--- src/rtl/gen_sequencer.sv ---
// Generation sequencer: streams one generation of reads out of the double buffer,
// collects the compute core's results into the write side, then swaps on vsync.
module gen_sequencer #(
    parameter int NUM_WORDS    = 1024,
    parameter int READ_LATENCY = 2,
    parameter int LOG_MAX_ADDR = 10,
    parameter int WORD_SIZE    = 32
) (
    input  logic                    clk_in,
    input  logic                    rst_in,
    input  logic                    run_in,
    input  logic                    step_in,
    input  logic                    buf_ready_in,
    input  logic                    vsync_in,
    input  logic                    res_valid_in,
    input  logic [WORD_SIZE-1:0]    res_data_in,
    output logic [LOG_MAX_ADDR-1:0] logic_addr_r,
    output logic                    rd_valid_out,
    output logic [LOG_MAX_ADDR-1:0] logic_addr_w,
    output logic [WORD_SIZE-1:0]    logic_data_w,
    output logic                    logic_wr_en,
    output logic                    swap_out,
    output logic                    busy_out,
    output logic [15:0]             gen_count_out,
    output logic                    overflow_out
);

    typedef enum logic [2:0] {
        IDLE,
        READ,
        DRAIN,
        WAIT_VSYNC,
        SWAP
    } state_t;

    // The write counter needs one extra bit so it can sit at NUM_WORDS ("full").
    localparam int                    CW      = LOG_MAX_ADDR + 1;
    localparam logic [CW-1:0]           WR_FULL = CW'(NUM_WORDS);
    localparam logic [LOG_MAX_ADDR-1:0] RD_LAST = LOG_MAX_ADDR'(NUM_WORDS - 1);

    state_t                    state_q, state_d;
    logic [LOG_MAX_ADDR-1:0]   rdAddr_q;
    logic [CW-1:0]             wrCnt_q;
    logic [READ_LATENCY-1:0]   rdValidSr_q;
    logic                      swap_q;
    logic                      busy_q;
    logic [15:0]               genCnt_q;
    logic                      overflow_q;
    logic                      wrAccept;

    always_comb begin
        state_d = state_q;
        case (state_q)
            IDLE:       if (buf_ready_in && (run_in || step_in)) state_d = READ;
            READ:       if (rdAddr_q == RD_LAST) state_d = DRAIN;
            DRAIN:      if (wrCnt_q == WR_FULL) state_d = WAIT_VSYNC;
            WAIT_VSYNC: if (vsync_in) state_d = SWAP;
            SWAP:       state_d = (run_in && buf_ready_in) ? READ : IDLE;
            default:    state_d = IDLE;
        endcase
    end

    // Results are only taken while a generation is collecting and the buffer is not yet full.
    assign wrAccept     = ((state_q == READ) || (state_q == DRAIN)) && (wrCnt_q != WR_FULL);
    assign logic_wr_en  = res_valid_in && wrAccept;
    assign logic_data_w = res_data_in;
    assign logic_addr_w = wrCnt_q[LOG_MAX_ADDR-1:0];
    assign logic_addr_r = rdAddr_q;
    assign rd_valid_out = rdValidSr_q[READ_LATENCY-1];
    assign swap_out      = swap_q;
    assign busy_out      = busy_q;
    assign gen_count_out = genCnt_q;
    assign overflow_out  = overflow_q;

    always_ff @(posedge clk_in) begin
        if (rst_in) begin
            state_q     <= IDLE;
            rdAddr_q    <= '0;
            wrCnt_q     <= '0;
            rdValidSr_q <= '0;
            swap_q      <= 1'b0;
            busy_q      <= 1'b0;
            genCnt_q    <= '0;
            overflow_q  <= 1'b0;
        end else begin
            state_q <= state_d;
            swap_q  <= (state_d == SWAP);
            busy_q  <= (state_d != IDLE);

            if ((state_q == READ) && (rdAddr_q != RD_LAST)) begin
                rdAddr_q <= rdAddr_q + LOG_MAX_ADDR'(1);
            end else if (state_q == SWAP) begin
                rdAddr_q <= '0;
            end

            if (state_q == SWAP) begin
                wrCnt_q <= '0;
            end else if (logic_wr_en) begin
                wrCnt_q <= wrCnt_q + CW'(1);
            end

            if (state_q == SWAP) begin
                genCnt_q <= genCnt_q + 16'd1;
            end

            if (res_valid_in && !wrAccept) begin
                overflow_q <= 1'b1;
            end

            // Read data returns READ_LATENCY cycles after its address was issued.
            rdValidSr_q[0] <= (state_q == READ);
            for (int i = 1; i < READ_LATENCY; i++) begin
                rdValidSr_q[i] <= rdValidSr_q[i-1];
            end
        end
    end

endmodule

--- config.mk ---
export PLATFORM = sky130hd
export DESIGN_NAME = gen_sequencer
export DESIGN_NICKNAME = d
export VERILOG_FILES = /design/src/rtl/gen_sequencer.sv
export SDC_FILE = /design/constraint.sdc
export NUM_CORES = 1
export LEC_CHECK = 0
export BUFFER_PORTS_ARGS = -buffer_cell sky130_fd_sc_hd__buf_4
export CORE_ASPECT_RATIO = 0.9
export CORE_MARGIN = 3
export CORE_UTILIZATION = 35
export CTS_BUF_LIST = sky130_fd_sc_hd__clkbuf_8
export DETAILED_ROUTE_END_ITERATION = 8
export MAX_ROUTING_LAYER = met4
export SLEW_MARGIN = 20
export SYNTH_ARGS = -nofsm -noshare
export SYNTH_HDL_FRONTEND = slang
export SYNTH_SLANG_ARGS = --single-unit
--- constraint.sdc ---
create_clock -name clk_in -period 2.5 [get_ports clk_in]
set_input_delay 0.25 -clock clk_in [delete_from_list [all_inputs] [get_ports clk_in]]
set_output_delay 0.25 -clock clk_in [all_outputs]
set_load 0.005 [all_outputs]
==> results.yml <==
run_status:
  status: "completed"
clock_network:
  ctsHoldBuffers: 0
  clock-root-buffer: "clkbuf_8"
  clock_latency_ns: 0.30
  ctsResizeCount: 0
  cts_tree: "yes"
  numCtsBuffers: 5
  ctsLongestPathBuffers: 2
  postCtsSetupBuffers: 0
  clkTransAtPathRegs_ns: 0.09
  htreeDepth: 2
  clock_sinks: 45
cells_and_area:
  area_delta_synth_final_pct: 11.0
  num_antenna_cells: 0
  fin_nets: 340
  multi_input_area_sq_um: 1150
  seqCellArea_sq_um: 901
  n_fill_cell: 695
  drive_gt1_share_pct: 21.1
critical_path:
  crit_path_max_incr_delay_ns: 0.68
  worstSetupStartpointType: "flop"
  path_common_cell: "or4_1"
  end_kind: "flop"
  crit_type: "reg -> reg"
  critPathSlowestCell: "or4_1"
  crit_arrival_ns: 2.40
  required_ns: 2.73
  crit_path_cell_trace: "or3b_1, or4_1, or4_1, a21oi_1"
  path_max_fanout: 8
placed_design:
  io_buffers: 47
  place_hpwl_um: 3760
  finalWeightedCongestion: 0.790
global_route:
  grt_max_degree: 31
  grt_usage_pct: 13.5
  antenna_found_initial: 0
  gr-total-overflow: 0
  grt_pass1_vias: 1826
  grt_pass1_wl_um: 8500
timing:
  finalHoldViolCount: 0
  worstMarginPinSlew_ns: 0.667
  period_minus_slack_ns: 2.17
  setup_violations: 0
  drv_slew: 0
  rsz0062_at_grt: "no"
  fin_worst_skew_ns: 0.00826
  slew_headroom_pct: 55.4
  fin_tns_setup_ns: 0
  post-route-period-util_pct: 86.7
  fmax_mhz: 461
  hold_ws_ns: 0.243
floorplanning:
  fp-row-count: 28
  start_util_pct: 36.6
  ioPinCount: 112
  die_h_um: 85.2
  die_w_um: 94.0
  core_area_sq_um: 6660
  die_area_sq_um: 8010
routing:
  num_vias: 1987
  ant_nets: 0
  drt_iter0_markers: 93
  drc_errors: 0
  wire_per_inst_um: 13.3
  vias_per_cell: 5.12
  routed_wl_um: 5160
  dr.pass1.iters: 4
logic_synthesis:
  ys_seq_elements: 45
  syn_area_per_cell_sq_um: 8.41
  synth_area_leaders: "dfxtp_1 37%, buf_4 13%, nor2_1 3.8%, xnor2_1 3.2%, a21oi_1 3.1%"
  synth_nets: 333
  async_flop_share_pct: 0
  syn-cell-area_sq_um: 2440
  muxShareOfSynthArea_pct: 0.821
  yosys.area_share.adder_pct: 2.05
  yosys.area_share.simple_pct: 27.2
  synth-edff-count: 0
  synth.top_cell.area_share_pct: 36.9
  synth_area_leader_cell: "dfxtp_1"
  ys_seq_area_share_pct: 36.9
  syn-instance-count: 290
  synthXorXnorAreaFrac_pct: 6.11
  synth_flop_cell: "dfxtp_1"
  synthDistinctLibCells: 41
  synth_compound_area_share_pct: 11.1
  yosys_warnings: 0
  synth_top_family_by_area: "simple AND/OR/NAND/NOR gates"
worst_hold_path:
  hp-class: "in -> reg"
flow_run:
  cap_violations: 0
power_and_ir_drop:
  ir_drop_v: 0.000292
  p_leak_nw: 1.04
  pwr_density_cell_nw_per_um2: 523
[metal layers]
layer / vias to the layer above / part of all wire [%] / track usage [%]
met4: 0 / 1.6 / 4.99
met5: - / 0 / -
met2: 51 / 44 / 19.9
met1: 924 / 49 / 17.9
li1: 997 / - / -
met3: 15 / 5.8 / 3.46
[per-stage QoR]
stage / total power [mW] / util [%] / area, sq um / cells / worst slack [ns]
after floorplan: 0.856 / - / 2440 / 290 / 0.315
after global placement: 0.860 / 38.9 / 2590 / 380 / 0.375
after detailed placement: 0.861 / 38.9 / 2590 / 380 / 0.352
after CTS: 1.44 / 40.7 / 2710 / 388 / 0.325
after global routing: 1.48 / 40.7 / 2710 / 388 / 0.237
final: 1.42 / 40.7 / 2710 / 388 / 0.332
[cells in the final DEF, fill, tap and decap left out, drive strengths merged, types with 4 or more instances in the layout]
cell,instances
buf,53
xnor2,9
nor3,6
ha,4
nand2,19
or3,4
nand3,12
and3,7
dfxtp,45
inv,6
or4,6
xor2,8
clkbuf,6
nor2,25
o21ai,4
a21oi,15
o31ai,7
nand4,10
a31oi,4
and4,5
nand2b,8
nor4,5
[state kept, by name, indices dropped and copies added (netlist names)]
signal,count
swap_out,1
overflow_out,1
busy_out,1
wrCnt_q,11
logic_addr_r,10
state_q,3
rdValidSr_q,2
gen_count_out,16
[final timing paths]
path                   from           endpoint  slack (ns)  depth (start not counted)
max reg2reg      state_q[1]  gen_count_out[15]        0.33                          4
min reg2reg  rdValidSr_q[0]     rdValidSr_q[1]        0.45                          1
min                vsync_in           swap_out        0.24                          3
max              state_q[1]  gen_count_out[15]        0.33                          4
[layout make-up]
cell class / count / area share (%)
clock inverter: 2 / 1.39
timing repair buffer: 53 / 14.7
clock buffer: 6 / 3.05
multi-input combinational: 186 / 42.6
sequential: 45 / 33.3
inverter: 6 / 0.832
tap: 90 / 4.16
[power by group]
group          internal (mW)  leakage, nW  switching [mW]
logic                 0.0466        0.619          0.0569
registers              0.729        0.364          0.0113
clock network          0.325       0.0574           0.247
[synth_stat cells, types with 5 or more instances]
cell       n
dfxtp_1   45
buf_4     43
nor2_1    25
nand2_1   19
a21oi_1   15
nand3_1   12
nand4_1   10
xnor2_1    9
nand2b_1   8
xor2_1     8
and3_1     7
clkbuf_1   7
o31ai_1    7
inv_1      6
nor3_1     6
or4_1      6
and4_1     5
nor4_1     5
[worst max-delay path, delay by kind of cell (launching register included)]
kind            cells  cell delay, ns
flops               1            0.31
compound gates      1            0.14
simple gates        3            1.65
[cells by family (layout without fill, tap and decap cells)]
logic type,after synthesis,in the layout
adders and majority gates,4,4
and+or+nand+nor,121,121
AOI/OAI and AO/OA,42,42
muxes,2,2
xor gates and xnor gates,17,17
buffers and inverters,59,67
DFF,45,45
No activity file was read; power rests on OpenSTA's default activity.
